`config.mk`:
```
export PLATFORM = sky130hd
export DESIGN_NAME = eth_tx_arbiter
export DESIGN_NICKNAME = d
export VERILOG_FILES = /design/src/rtl/eth_tx_arbiter_pkg.sv /design/src/rtl/rr_pick.sv /design/src/rtl/eth_tx_arbiter.sv
export SDC_FILE = /design/constraint.sdc
export NUM_CORES = 1
export LEC_CHECK = 0
export BUFFER_PORTS_ARGS = -buffer_cell sky130_fd_sc_hd__buf_4
export CAP_MARGIN = 10
export CELL_PAD_IN_SITES_DETAIL_PLACEMENT = 1
export CELL_PAD_IN_SITES_GLOBAL_PLACEMENT = 2
export CORE_MARGIN = 1
export CORE_UTILIZATION = 25
export CTS_BUF_LIST = sky130_fd_sc_hd__clkbuf_8
export DETAILED_ROUTE_END_ITERATION = 7
export GPL_ROUTABILITY_DRIVEN = 0
export PLACE_DENSITY = 0.89
export SYNTH_ARGS = -nofsm -noshare
export SYNTH_HDL_FRONTEND = slang
export SYNTH_SLANG_ARGS = --single-unit
```
`constraint.sdc`:
```
create_clock -name clk -period 2.67 [get_ports clk]
set_input_delay 0.1335 -clock clk [delete_from_list [all_inputs] [get_ports clk]]
set_output_delay 0.1335 -clock clk [all_outputs]
set_load 0.02 [all_outputs]
```
`src/rtl/eth_tx_arbiter_pkg.sv`:
```
// -----------------------------------------------------------------------------
// eth_tx_arbiter_pkg
// Shared Ethernet TX definitions. This package holds the arbiter state
// encoding and the default word width and frame length. Users of
// ether_tx_driver pick up the same defaults from here.
// -----------------------------------------------------------------------------
package eth_tx_arbiter_pkg;

    localparam int ETH_DATA_WIDTH_MSB = 15;
    localparam int ETH_MAX_BEATS      = 256;

    typedef enum logic [1:0] {
        ST_IDLE = 2'd0,
        ST_XFER = 2'd1,
        ST_DROP = 2'd2,
        ST_GAP  = 2'd3
    } arb_state_t;

endpackage

```
`src/rtl/rr_pick.sv`:
```
// -----------------------------------------------------------------------------
// rr_pick
// Combinational round-robin picker. The search starts at ptr+1 and wraps
// modulo NUM_REQ. It returns the first requesting index.
// Ports:
//   req  - request vector, one bit per source
//   ptr  - index of the previous winner
//   any  - at least one request is present
//   idx  - index of the chosen source (0 when there is no request)
// -----------------------------------------------------------------------------
module rr_pick #(
    parameter int NUM_REQ = 4,
    parameter int IDW     = $clog2(NUM_REQ)
) (
    input  logic [NUM_REQ-1:0] req,
    input  logic [IDW-1:0]     ptr,
    output logic               any,
    output logic [IDW-1:0]     idx
);

    logic           found;
    logic [IDW-1:0] cand;

    assign any = |req;

    always_comb begin
        idx   = '0;
        found = 1'b0;
        cand  = '0;
        for (int k = 1; k <= NUM_REQ; k++) begin
            cand = IDW'((int'(ptr) + k) % NUM_REQ);
            if (!found && req[cand]) begin
                found = 1'b1;
                idx   = cand;
            end
        end
    end

endmodule

```
`src/rtl/eth_tx_arbiter.sv`:
```
// -----------------------------------------------------------------------------
// eth_tx_arbiter
// Selects one of NUM_REQ frame sources round-robin and forwards the granted
// frame to the tx driver word by word. There is no buffering: ready/valid pass
// straight through. A frame longer than MAX_BEATS is cut. The arbiter forces
// last on beat MAX_BEATS, flags trunc_err, and discards the rest of the frame.
// Each frame is followed by IFG_CYCLES idle cycles.
//
// state | meaning
// IDLE  | no owner; pick the next source when any req_valid is high
// XFER  | forwarding the granted source to the tx driver
// DROP  | frame truncated; swallow source words up to its last
// GAP   | inter-frame gap, all handshakes held off
//
// Ports:
//   clk, rst                  - clock, async active-high reset
//   req_data/valid/last/ready - packed per-source word streams
//   tx_drv_wr_*               - single word stream to the tx driver
//   grant_id                  - index of the current/last owner
//   busy                      - high in every state except IDLE
//   trunc_err                 - one-cycle pulse when a frame is truncated
// -----------------------------------------------------------------------------
module eth_tx_arbiter
    import eth_tx_arbiter_pkg::*;
#(
    parameter int DATA_WIDTH_MSB = ETH_DATA_WIDTH_MSB,
    parameter int NUM_REQ        = 4,
    parameter int MAX_BEATS      = ETH_MAX_BEATS,
    parameter int IFG_CYCLES     = 12
) (
    input  logic                                  clk,
    input  logic                                  rst,
    input  logic [NUM_REQ*(DATA_WIDTH_MSB+1)-1:0] req_data,
    input  logic [NUM_REQ-1:0]                    req_valid,
    input  logic [NUM_REQ-1:0]                    req_last,
    output logic [NUM_REQ-1:0]                    req_ready,
    output logic [DATA_WIDTH_MSB:0]               tx_drv_wr_data,
    output logic                                  tx_drv_wr_valid,
    output logic                                  tx_drv_wr_last,
    input  logic                                  tx_drv_wr_ready,
    output logic [$clog2(NUM_REQ)-1:0]            grant_id,
    output logic                                  busy,
    output logic                                  trunc_err
);

    localparam int W   = DATA_WIDTH_MSB + 1;
    localparam int IDW = $clog2(NUM_REQ);
    localparam int BW  = (MAX_BEATS > 1) ? $clog2(MAX_BEATS) : 1;
    localparam int GW  = (IFG_CYCLES > 1) ? $clog2(IFG_CYCLES) : 1;

    localparam logic [BW-1:0] BEAT_LAST = BW'(MAX_BEATS - 1);
    localparam logic [GW-1:0] GAP_LOAD  = GW'((IFG_CYCLES > 0) ? IFG_CYCLES - 1 : 0);
    // When there is no gap, a finished frame goes straight back to IDLE.
    localparam arb_state_t    ST_END    = (IFG_CYCLES == 0) ? ST_IDLE : ST_GAP;

    arb_state_t     state, nxt;
    logic [IDW-1:0] rr_ptr;
    logic [BW-1:0]  beat_cnt;
    logic [GW-1:0]  gap_cnt;
    logic           pick_any;
    logic [IDW-1:0] pick_idx;
    logic           trunc_set;
    logic           src_valid;
    logic           src_last;
    logic           at_limit;
    logic [W-1:0]   src_words [NUM_REQ];

    for (genvar i = 0; i < NUM_REQ; i++) begin : g_unpack
        assign src_words[i] = req_data[i*W +: W];
    end

    rr_pick #(
        .NUM_REQ (NUM_REQ),
        .IDW     (IDW)
    ) u_rr_pick (
        .req (req_valid),
        .ptr (rr_ptr),
        .any (pick_any),
        .idx (pick_idx)
    );

    assign src_valid = req_valid[grant_id];
    assign src_last  = req_last[grant_id];
    assign at_limit  = (beat_cnt == BEAT_LAST);
    assign busy      = (state != ST_IDLE);

    always_ff @(posedge clk or posedge rst) begin
        if (rst) begin
            state <= ST_IDLE;
        end else begin
            state <= nxt;
        end
    end

    always_comb begin
        nxt             = state;
        req_ready       = '0;
        tx_drv_wr_data  = '0;
        tx_drv_wr_valid = 1'b0;
        tx_drv_wr_last  = 1'b0;
        trunc_set       = 1'b0;
        case (state)
            ST_IDLE: begin
                if (pick_any) nxt = ST_XFER;
            end
            ST_XFER: begin
                tx_drv_wr_data      = src_words[grant_id];
                tx_drv_wr_valid     = src_valid;
                tx_drv_wr_last      = src_last || at_limit;
                req_ready[grant_id] = tx_drv_wr_ready;
                if (src_valid && tx_drv_wr_ready) begin
                    if (src_last) begin
                        nxt = ST_END;
                    end else if (at_limit) begin
                        nxt       = ST_DROP;
                        trunc_set = 1'b1;
                    end
                end
            end
            ST_DROP: begin
                req_ready[grant_id] = 1'b1;
                if (src_valid && src_last) nxt = ST_END;
            end
            ST_GAP: begin
                if (gap_cnt == '0) nxt = ST_IDLE;
            end
            default: nxt = ST_IDLE;
        endcase
    end

    always_ff @(posedge clk or posedge rst) begin
        if (rst) begin
            rr_ptr    <= IDW'(NUM_REQ - 1);
            grant_id  <= '0;
            beat_cnt  <= '0;
            gap_cnt   <= '0;
            trunc_err <= 1'b0;
        end else begin
            trunc_err <= trunc_set;
            if (state == ST_IDLE && pick_any) begin
                grant_id <= pick_idx;
                rr_ptr   <= pick_idx;
                beat_cnt <= '0;
            end else if (state == ST_XFER && src_valid && tx_drv_wr_ready) begin
                beat_cnt <= beat_cnt + 1'b1;
            end
            // The gap timer counts down and ends the gap at terminal count 0.
            if (nxt == ST_GAP && state != ST_GAP) begin
                gap_cnt <= GAP_LOAD;
            end else if (state == ST_GAP && gap_cnt != '0) begin
                gap_cnt <= gap_cnt - 1'b1;
            end
        end
    end

endmodule
```
==> summary.md, run 1 <==
| Metric | Value |
|---|---|
| Status | `complete, but fails checks` |
| Violated checks | `design-rule violations` |
| Depth of the most critical reg-to-reg path | `6` |
| Hold Path Class | `in2async` |
| Worst-path cell chain | `inv_1 -> ha_1 -> and3_1 -> a2111oi_4 -> or3_4 -> o21a_1` |
| Wire length per cell | `around 16 um` |
| Seq/Total Area, Yosys | `0.282` |
| Post-Syn Instances | `roughly 170` |
| Slowest cell delay on critical path | `about 0.45 ns` |
| DRT Pass-1 Iters | `8` |
| Post_cts resized | `0` |
| H-tree Lvls | `1` |
| Final Max Tran Viols | `0` |
| Die Width | `approximately 84 um` |
| Initial DRC count | `between 100 and 150` |
| Largest net degree at the start of global routing | `22` |
| Post-route DRC | `4` |
| Relative slew slack | `0.491` |
| Unrepaired setup endpoints after global routing | `false` |
| Die area | `a little over 7000 um2` |
| Via count | `about 1700` |
| DP Cell Count | `approximately 340` |
| Highest routed layer | `met3` |
| FMAX | `roughly 0.47 GHz` |
| WP data required | `around 2.8 ns` |
| #FFs+latches synth | `19` |
| Final setup TNS | `0 ns` |
| CTS Buf Count | `3` |
| Overall die height | `between 80 and 90 um` |
| Total wire length | `between 5 and 6 mm` |
| Pwr/cell area | `slightly above 900 nW/um2` |
| Final nets | `between 300 and 400` |
| Diode count | `0` |
| Pleak | `roughly 1.3 nW` |
| CP max stage cell | `and3_1` |
| Share of layout cells above drive strength 1 | `0.489` |
| Fin crit period | `roughly 2.1 ns` |
| Setup crit end | `gap_cnt[2]$_DFFE_PP0P_` |
| CTS tree | `done` |
| Root buffer cell | `clkbuf_8` |
| Endpoints failing hold | `0` |
| Layout area overhead | `52.1%` |
| Gr usage total | `0.154` |
| Fin Clk Skew | `roughly 0.0036 ns` |
| Endpoint class of the critical path | `flop` |
| Max Buffers Root-to-Sink | `2` |
| Worst-Skew Late Latency | `roughly 0.25 ns` |
| Antenna Nets Post-Route | `0` |
| Met1 WL | `roughly 2.4 mm` |
| Final worst-path cycle share | `0.792` |
| Sink Count | `19` |
| WL met3 | `between 200 and 250 um` |
| Initial Util | `0.262` |
| Post-CTS Hold Buffers | `0` |
| WS Path Type | `reg2reg` |
| Crit path from | `state[1]$_DFF_PP0_` |
| Syn nets | `249` |
| Grt total ovfl | `0` |
| Placed instance area | `about 2500 um2` |
| Reg-to-Reg Start | `state[1]$_DFF_PP0_` |
| Max-cap violation count | `0` |
| Worst setup SP type | `flop` |
| Worst VDD drop | `around 560 uV` |
| Worst Max-Slew Pin Slew | `around 0.76 ns` |
| R2r setup slk | `roughly 0.56 ns` |
| Routed length on met2 | `~2.8 mm` |
| Synth warn | `0` |
| Hold Slack | `0.0135 ns` |
| Post-Syn Area per Cell | `10.2 um2` |
| Global-route wire length before repair | `8.74 mm` |
| Placeable Area | `6460 um2` |
| Finished Layout Cells | `between 300 and 400` |
| I/O pin cnt | `slightly above 100` |
| Vias per Instance | `between 5 and 6` |
| Row Count | `29` |
| Initial antenna violation count | `0` |
| Vias in the first global route | `between 1500 and 2000` |
| Commonest non-fill, non-tap cell in the layout | `buf_4` |
| Synth cell types | `40` |
| Most frequent cells in the layout | `buf_4, mux4_2, and2_1` |
| Worst-path maximum fanout | `9` |
| IO buf count | `100` |
| DP HPWL | `between 4 and 5 mm` |
| Critical R2R Capture | `gap_cnt[2]$_DFFE_PP0P_` |
| Critical path arrival | `~2.3 ns` |
| Final instance area | `about 2600 um2` |
| Worst-path clk slew | `0.07 ns` |
| Synth Cell Area | `~1700 um2` |
| Post-CTS Setup Bufs | `0` |
| # setup viols final | `0` |
## critical path: cells and delay by family, from the launching register on
family / cells / cell delay (ns)
AOI/OAI and AO/OA: 2 / 0.33
adders and majority gates: 1 / 0.31
buffers and inverters: 1 / 0.12
DFF: 1 / 0.43
and+or+nand+nor: 2 / 0.82
## kinds of logic (layout without fill, tap and decap cells)
group	count (synthesis)	after routing	share of synthesized area
flops	19	19	0.282
simple gates	62	62	0.202
compound gates	30	30	0.127
fa+ha+maj	8	8	0.0590
buf+inv	22	122	0.0539
mux	19	19	0.245
xor+xnor	6	6	0.0310
## through the flow
stage / total power [mW] / setup slack, ns / utilization
global placement: 2.18 / 0.627 / 0.392
finish: 2.39 / 0.555 / 0.399
global route: 2.59 / 0.314 / 0.399
CTS: 2.41 / 0.553 / 0.399
detailed placement: 2.21 / 0.567 / 0.392
floorplan: 1.63 / 0.578 / -
## cells in the mapped netlist, drive strengths merged
| cell | count | share of area |
|---|---|---|
| o221ai | 3 | 0.016 |
| ha | 8 | 0.059 |
| o21bai | 1 | 0.0044 |
| nor3 | 5 | 0.015 |
| xor2 | 4 | 0.021 |
| or3 | 3 | 0.014 |
| nand4 | 3 | 0.011 |
| and3b | 1 | 0.0052 |
| and4 | 2 | 0.010 |
| a211o | 1 | 0.0052 |
| nand2b | 1 | 0.0037 |
| a21o | 1 | 0.0044 |
| dfrtp | 17 | 0.25 |
| buf | 4 | 0.014 |
| dfstp | 2 | 0.031 |
| a41o | 2 | 0.012 |
| mux2i | 1 | 0.0059 |
| nand3 | 4 | 0.012 |
| and3 | 1 | 0.0037 |
| nand2 | 7 | 0.016 |
| o211ai | 1 | 0.0044 |
| o31a | 1 | 0.0052 |
| o21a | 2 | 0.0089 |
| or2 | 1 | 0.0037 |
| o22ai | 1 | 0.0037 |
| nor4 | 1 | 0.0037 |
| nand4b | 1 | 0.0052 |
| mux4 | 18 | 0.24 |
| inv | 14 | 0.031 |
| a21oi | 8 | 0.024 |
| xnor2 | 2 | 0.010 |
| o21ai | 8 | 0.024 |
| nor2 | 13 | 0.029 |
| nand3b | 1 | 0.0044 |
| a2111oi | 1 | 0.016 |
| and2 | 18 | 0.066 |
| clkbuf | 4 | 0.0089 |
## per-layer routing
metal | track usage | up-vias
li1 | - | 815
met1 | 0.216 | 861
met2 | 0.260 | 44
met3 | 0.0315 | 0
met4 | 0.00462 | 0
met5 | 0 | -
## report_power, final
part	internal (mW)	switching [mW]	leakage (nW)
clock	0.102	0.0933	0.0269
combinational	0.830	0.897	0.986
sequential	0.385	0.0849	0.237
total	1.32	1.07	1.25
## worst min path at each step
stage | start | end | slack [ns] | cells past startpoint
final | rst | beat_cnt[4]$_DFFE_PP0P_ | 0.01 | 2
after CTS | rst | beat_cnt[4]$_DFFE_PP0P_ | 0.03 | 2
after global placement | rst | beat_cnt[4]$_DFFE_PP0P_ | 0.30 | 2
after floorplan | rst | beat_cnt[0]$_DFFE_PP0P_ | 0.08 | 1
after global routing | rst | beat_cnt[5]$_DFFE_PP0P_ | 0.07 | 2
after detailed placement | rst | beat_cnt[4]$_DFFE_PP0P_ | 0.31 | 2
## registers in the layout (all words and copies together) (netlist names)
register / count
beat_cnt: 8
trunc_err: 1
gap_cnt: 4
state: 2
rr_ptr: 2
grant_id: 2
## cell type report
cell class | count | area, um2
clock buffer | 3 | 41.3
clock inverter | 1 | 3.75
fill | 750 | 3880
inverter | 14 | 52.6
multi-input combinational | 125 | 1130
sequential | 19 | 478
tap | 77 | 96.3
timing repair buffer | 104 | 781
Note: power is estimated with default switching activity, not from simulation.
==> inputs of run 2 (changes only) <==
--- a/config.mk
+++ b/config.mk
@@ -5,12 +5,13 @@
 export SDC_FILE = /design/constraint.sdc
 export NUM_CORES = 1
 export LEC_CHECK = 0
+export ABC_AREA = 1
 export BUFFER_PORTS_ARGS = -buffer_cell sky130_fd_sc_hd__buf_4
 export CAP_MARGIN = 10
 export CELL_PAD_IN_SITES_DETAIL_PLACEMENT = 1
 export CELL_PAD_IN_SITES_GLOBAL_PLACEMENT = 2
 export CORE_MARGIN = 1
-export CORE_UTILIZATION = 25
+export CORE_UTILIZATION = 23
 export CTS_BUF_LIST = sky130_fd_sc_hd__clkbuf_8
 export DETAILED_ROUTE_END_ITERATION = 7
 export GPL_ROUTABILITY_DRIVEN = 0
==> constraint.sdc (replaced) <==
create_clock -name clk -period 2.18 [get_ports clk]
set_input_delay 0.109 -clock clk [delete_from_list [all_inputs] [get_ports clk]]
set_output_delay 0.109 -clock clk [all_outputs]
set_load 0.02 [all_outputs]
==> run 2 against run 1 <==
The flow finishes with violations (negative hold slack). Sequential power rose by 33%. Power rose by 48%. Register-to-register slack got worse by 0.16 ns. Synthesized cell count increased by 83%. Worst setup slack lost 0.35 ns. Sequential share of layout area down 1.9 points. Global-route usage grew 0.20 points. Final cell count rose by 47%. Clock power up 31%. Final area is 11% higher. Synthesized area grew 17%. Core utilization down 5.2 points.
==> summary.md, run 2 <==
| Metric | Value |
|---|---|
| Status | `complete, but fails checks` |
| Violated checks | `negative hold slack` |
| Commonest non-fill, non-tap cell in the layout | `buf_4` |
| Layout area overhead | `45.1%` |
| Unrepaired setup endpoints after global routing | `false` |
| #FFs+latches synth | `19` |
| CP max stage cell | `dfrtp_1` |
| Critical path arrival | `approximately 1.9 ns` |
| CTS Buf Count | `3` |
| Syn nets | `386` |
| Final setup TNS | `0 ns` |
| Max-cap violation count | `0` |
| Most frequent cells in the layout | `buf_4, nand2_1, nand3_1` |
| # fillers | `around 1100` |
| Slowest cell delay on critical path | `slightly above 0.4 ns` |
| Dominant synthesized flop cell | `dfrtp_1` |
| Final nets | `between 400 and 500` |
| Hold Slack | `-0.0136 ns` |
| Total wire length | `7.22 mm` |
| Endpoint class of the critical path | `output pin` |
| Initial antenna violation count | `0` |
| Global-route wire length before repair | `roughly 11 mm` |
| Die Width | `between 90 and 100 um` |
| Synth warn | `0` |
| Post-Syn Instances | `a little over 300` |
| Worst-Skew Late Latency | `around 0.26 ns` |
| Synth Cell Area | `1980 um2` |
| Worst-path maximum fanout | `10` |
| Vias in the first global route | `~2400` |
| Share of layout cells above drive strength 1 | `0.334` |
| H-tree Lvls | `1` |
| Initial Util | `0.239` |
| Seq/Total Area, Yosys | `0.242` |
| Top Registers | `beat_cnt: 8 flops, gap_cnt: 4 flops` |
| Top cells by count, synth | `nand2_1, nand3_1, inv_1` |
| Worst-path cell chain | `inv_1 -> ha_2 -> clkinvlp_4 -> buf_4 -> a31oi_1 -> buf_4` |
| Most frequent cell after synthesis | `nand2_1` |
| WS Path Type | `reg2out` |
| Top area cells in the synthesized netlist | `dfrtp_1, nand2_1, nand3_1, inv_1, a22oi_1` |
| Overall die height | `between 90 and 100 um` |
| CTS tree | `done` |
| Via count | `between 2000 and 2500` |
| Die area | `~9000 um2` |
| Synth area leader | `dfrtp_1` |
| Grt total ovfl | `0` |
| Sink Count | `19` |
| Max FFs per register | `8` |
| Hold Path Class | `in2async` |
| Number of synthesized flops with an enable pin | `0` |
| DP HPWL | `about 5.7 mm` |
| Antenna Nets Post-Route | `0` |
| Finished Layout Cells | `503` |
| Pleak | `about 1.4 nW` |
| Worst setup SP type | `flop` |
| Area share of the largest cell type after synthesis | `0.215` |
| # setup viols final | `0` |
| Final worst-path cycle share | `0.906` |
| Worst Max-Slew Pin Slew | `just under 0.8 ns` |
| Diode count | `0` |
| Asr flop ratio synth | `1.00` |
| Vias per Instance | `~4.8` |
| Wire length per cell | `around 14 um` |
| Initial DRC count | `between 50 and 60` |
| DP Cell Count | `approximately 500` |
| IO buf count | `100` |
| Largest net degree at the start of global routing | `28` |
| Pwr/cell area | `1230 nW/um2` |
| DRT Pass-1 Iters | `5` |
| Placeable Area | `about 8300 um2` |
| Fin crit period | `1.97 ns` |
| Worst VDD drop | `approximately 330 uV` |
| Final Max Tran Viols | `0` |
| I/O pin cnt | `between 100 and 150` |
| Gr usage total | `0.156` |
| Synth cell types | `33` |
| Most flops, register | `beat_cnt` |
| Relative slew slack | `0.484` |
| FMAX | `slightly above 0.5 GHz` |
| Endpoints failing hold | `17` |
| Fin Clk Skew | `around 0.00063 ns` |
| Worst-path clk slew | `~0.08 ns` |
| Row Count | `33` |
| Max Buffers Root-to-Sink | `2` |
| Post-route DRC | `0` |
| Post-Syn Area per Cell | `roughly 6.5 um2` |
| WP data required | `about 2.1 ns` |
| Post-CTS Hold Buffers | `0` |
| Root buffer cell | `clkbuf_8` |
| Crit path top cell by count | `buf_4` |
run 2: critical path: cells and delay by family (launching register included):
family | cells | cell delay, ns
buffers and inverters | 4 | 0.77
flip-flops | 1 | 0.41
adder cells (fa/ha/maj) | 1 | 0.26
AO/OA/AOI/OAI | 1 | 0.16
run 2: final cells by class:
cell class                 instances  area (um2)  area share
multi-input combinational        232        1270       0.444
timing repair buffer             106         796       0.277
sequential                        19         478       0.167
inverter                          37         143      0.0497
tap                              105         131      0.0458
clock buffer                       3        41.3      0.0144
clock inverter                     1        5.00     0.00175
run 2: path summary, 6_finish.rpt:
path / endpoint / cells after the start / startpoint / slack, ns
min in group clk: beat_cnt[7]$_DFFE_PP0P_ / 3 / tx_drv_wr_ready / 0.27
max in group asynchronous: beat_cnt[7]$_DFFE_PP0P_ / 2 / rst / 1.71
hold reg to reg: beat_cnt[3]$_DFFE_PP0P_ / 1 / beat_cnt[3]$_DFFE_PP0P_ / 0.52
hold / removal: beat_cnt[2]$_DFFE_PP0P_ / 2 / rst / -0.01
setup reg to reg: beat_cnt[5]$_DFFE_PP0P_ / 10 / grant_id[0]$_DFFE_PP0P_ / 0.40
setup / recovery: tx_drv_wr_data[14] / 6 / state[1]$_DFF_PP0_ / 0.21
run 2: repair_timing:
action / CTS / global route
buffers inserted: 0 / 0
resized for setup: 0 / 2
setup endpoints to repair: 0 / 10
run 2: cells by family (layout without fill, tap and decap cells):
logic type / after synthesis / in the layout / synth area share
and+or+nand+nor: 160 / 160 / 0.380
AOI/OAI and AO/OA: 58 / 58 / 0.182
buffers and inverters: 52 / 147 / 0.115
DFF: 19 / 19 / 0.242
adders and majority gates: 8 / 8 / 0.0506
xor gates and xnor gates: 6 / 6 / 0.0304
run 2: where the power goes:
group | total, mW | switching [mW] | internal (mW)
Clock | 0.256 | 0.129 | 0.127
Sequential | 0.623 | 0.152 | 0.471
Combinational | 2.66 | 1.68 | 0.975
Total | 3.53 | 1.96 | 1.57
run 2: per-layer routing:
layer  global-route usage  vias to the layer above  wire [um]
li1                     -                     1216          -
met1                0.200                     1143       3230
met2                0.269                       70       3570
met3               0.0201                        8        354
met4               0.0492                        0         72
met5                    0                        -          0
run 2: metrics by stage:
step                      cell area, um2  utilization  total power [mW]  setup slack, ns
after detailed placement            2820        0.341              3.29            0.337
after global routing                2870        0.347              3.89           0.0130
after floorplan                     1980            -              2.45            0.446
after CTS                           2860        0.347              3.56           0.0407
final                               2870        0.347              3.53            0.205
after global placement              2820        0.341              3.23            0.435
==> inputs of run 3 (changes only) <==
--- a/config.mk
+++ b/config.mk
@@ -9,9 +9,9 @@
 export BUFFER_PORTS_ARGS = -buffer_cell sky130_fd_sc_hd__buf_4
 export CAP_MARGIN = 10
 export CELL_PAD_IN_SITES_DETAIL_PLACEMENT = 1
-export CELL_PAD_IN_SITES_GLOBAL_PLACEMENT = 2
+export CELL_PAD_IN_SITES_GLOBAL_PLACEMENT = 1
 export CORE_MARGIN = 1
-export CORE_UTILIZATION = 23
+export CORE_UTILIZATION = 31
 export CTS_BUF_LIST = sky130_fd_sc_hd__clkbuf_8
 export DETAILED_ROUTE_END_ITERATION = 7
 export GPL_ROUTABILITY_DRIVEN = 0
==> run 3 against run 2 <==
The run still ends with negative hold slack left. Register-to-register slack hardly changed. Worst setup slack better by 0.027 ns. Routed wire length is 1.4% lower. Hold slack worse by 0.0070 ns. Highest routed layer unchanged.
==> summary.md, run 3 (synthesis results as in run 2) <==
| Metric | Value |
|---|---|
| IO buf count | `100` |
| Initial DRC count | `between 70 and 80` |
| Max Buffers Root-to-Sink | `2` |
| Post-route DRC | `0` |
| Final instance area | `about 2800 um2` |
| WP data required | `2.07 ns` |
| Max FFs per register | `8` |
| Final setup TNS | `0 ns` |
| CTS Buf Count | `3` |
| Slowest cell delay on critical path | `0.42 ns` |
| Gr usage total | `0.214` |
| Critical path arrival | `roughly 1.8 ns` |
| Sink Count | `19` |
| Fin Clk Skew | `between 0.001 and 0.0015 ns` |
| Overall die height | `81.9 um` |
| Endpoint class of the critical path | `output pin` |
| Max-cap violation count | `0` |
| Root buffer cell | `clkbuf_8` |
| Commonest non-fill, non-tap cell in the layout | `buf_4` |
| CTS tree | `done` |
| Most flops, register | `beat_cnt` |
| Post-CTS Hold Buffers | `0` |
| Post_cts resized | `0` |
| Global-route wire length before repair | `11.1 mm` |
| Worst-Skew Late Latency | `roughly 0.26 ns` |
| Relative slew slack | `0.496` |
| Post-CTS Setup Bufs | `0` |
| Hold Slack | `-0.0206 ns` |
| Antenna Nets Post-Route | `0` |
| Layout area overhead | `43.2%` |
| Final worst-path cycle share | `0.893` |
| Grt total ovfl | `0` |
| Die Width | `between 80 and 90 um` |
| H-tree Lvls | `1` |
| FMAX | `around 0.51 GHz` |
| Initial Util | `0.328` |
| Worst-path cell chain | `inv_1 -> ha_1 -> nand2_1 -> nand2_1 -> nand2_1 -> nor3_1 -> buf_4` |
| I/O pin cnt | `101` |
| Placeable Area | `6030 um2` |
| Hold Path Class | `in2async` |
| Die area | `approximately 6700 um2` |
| Share of layout cells above drive strength 1 | `0.328` |
| Most frequent cells in the layout | `buf_4, nand2_1, nand3_1` |
| Crit path top cell by count | `nand2_1` |
| Vias per Instance | `~5.2` |
| Final Max Tran Viols | `0` |
| # setup viols final | `0` |
| DP HPWL | `approximately 5.7 mm` |
| DRT Pass-1 Iters | `4` |
| CP max stage cell | `dfrtp_1` |
| Pleak | `around 1.5 nW` |
| Status | `complete, but fails checks` |
| Via count | `between 2000 and 2500` |
| Largest net degree at the start of global routing | `25` |
| Final nets | `slightly below 500` |
| Worst-path clk slew | `roughly 0.070 ns` |
| Pwr/cell area | `roughly 1200 nW/um2` |
| Top Registers | `beat_cnt: 8 flops, gap_cnt: 4 flops` |
| Row Count | `28` |
| Worst VDD drop | `549 uV` |
| Worst-path maximum fanout | `4` |
| Violated checks | `negative hold slack` |
| Wire length per cell | `roughly 15 um` |
| Endpoints failing hold | `17` |
| WS Path Type | `reg2out` |
| Fin crit period | `between 1.5 and 2 ns` |
| Initial antenna violation count | `0` |
| Diode count | `0` |
| Worst Max-Slew Pin Slew | `approximately 0.75 ns` |
| # fillers | `slightly above 800` |
| Worst setup SP type | `flop` |
| Placed instance area | `around 2800 um2` |
| Vias in the first global route | `2354` |
| Unrepaired setup endpoints after global routing | `false` |
| Total wire length | `7.12 mm` |
-- run 3: cell types whose count changed in the layout (fill, tap and decap cells not counted) --
cell / before / now
buf_4: 106 / 107
clkinv_1: 0 / 1
clkinv_2: 1 / 0
clkinvlp_4: 1 / 0
ha_1: 7 / 8
ha_2: 1 / 0
inv_1: 34 / 35
-- run 3: report_power, final --
group / internal (mW) / leakage (nW) / switching, mW / total [mW]
Clock: 0.126 / 0.0269 / 0.124 / 0.250
Combinational: 0.981 / 1.19 / 1.66 / 2.64
Sequential: 0.471 / 0.238 / 0.162 / 0.633
-- run 3: cell type report --
class                      instances  area [um2]  area share
multi-input combinational        232        1270       0.449
timing repair buffer             107         803       0.284
sequential                        19         478       0.169
inverter                          37         139      0.0491
tap                               75        93.8      0.0332
clock buffer                       3        41.3      0.0146
clock inverter                     1        3.75     0.00133
-- run 3: final timing paths --
path / startpoint / to / slack, ns / cells after the start
worst max-delay path: state[1]$_DFF_PP0_ / req_ready[2] / 0.23 / 7
worst min-delay path: rst / gap_cnt[0]$_DFFE_PP0P_ / -0.02 / 2
worst max register to register: state[1]$_DFF_PP0_ / gap_cnt[1]$_DFFE_PP0P_ / 0.40 / 10
worst min register to register: beat_cnt[3]$_DFFE_PP0P_ / beat_cnt[3]$_DFFE_PP0P_ / 0.54 / 1
max in group asynchronous: rst / grant_id[0]$_DFFE_PP0P_ / 1.73 / 2
min in group clk: tx_drv_wr_ready / beat_cnt[7]$_DFFE_PP0P_ / 0.28 / 3
-- run 3: metrics by stage --
stage / hold WS, ns / util / power [mW] / instances / setup slack (ns)
global placement: 0.284 / 0.462 / 3.18 / 470 / 0.510
finish: -0.0206 / 0.470 / 3.52 / 474 / 0.232
floorplan: 0.0586 / - / 2.45 / 303 / 0.446
detailed placement: 0.292 / 0.462 / 3.28 / 470 / 0.411
CTS: 0.00162 / 0.470 / 3.55 / 474 / 0.214
global route: 0.0406 / 0.470 / 3.88 / 474 / 0.105
-- run 3: per-layer routing --
metal	global-route usage	up-vias	part of all wire
li1	-	1213	-
met1	0.272	1158	0.42
met2	0.373	74	0.51
met3	0.0278	12	0.054
met4	0.0632	0	0.017
met5	0	-	0
-- run 3: critical path: cells and delay by family (launching register included) --
| kind | cells | cell delay (ns) |
|---|---|---|
| DFF | 1 | 0.42 |
| and+or+nand+nor | 4 | 0.61 |
| adders and majority gates | 1 | 0.24 |
| buffers and inverters | 2 | 0.30 |
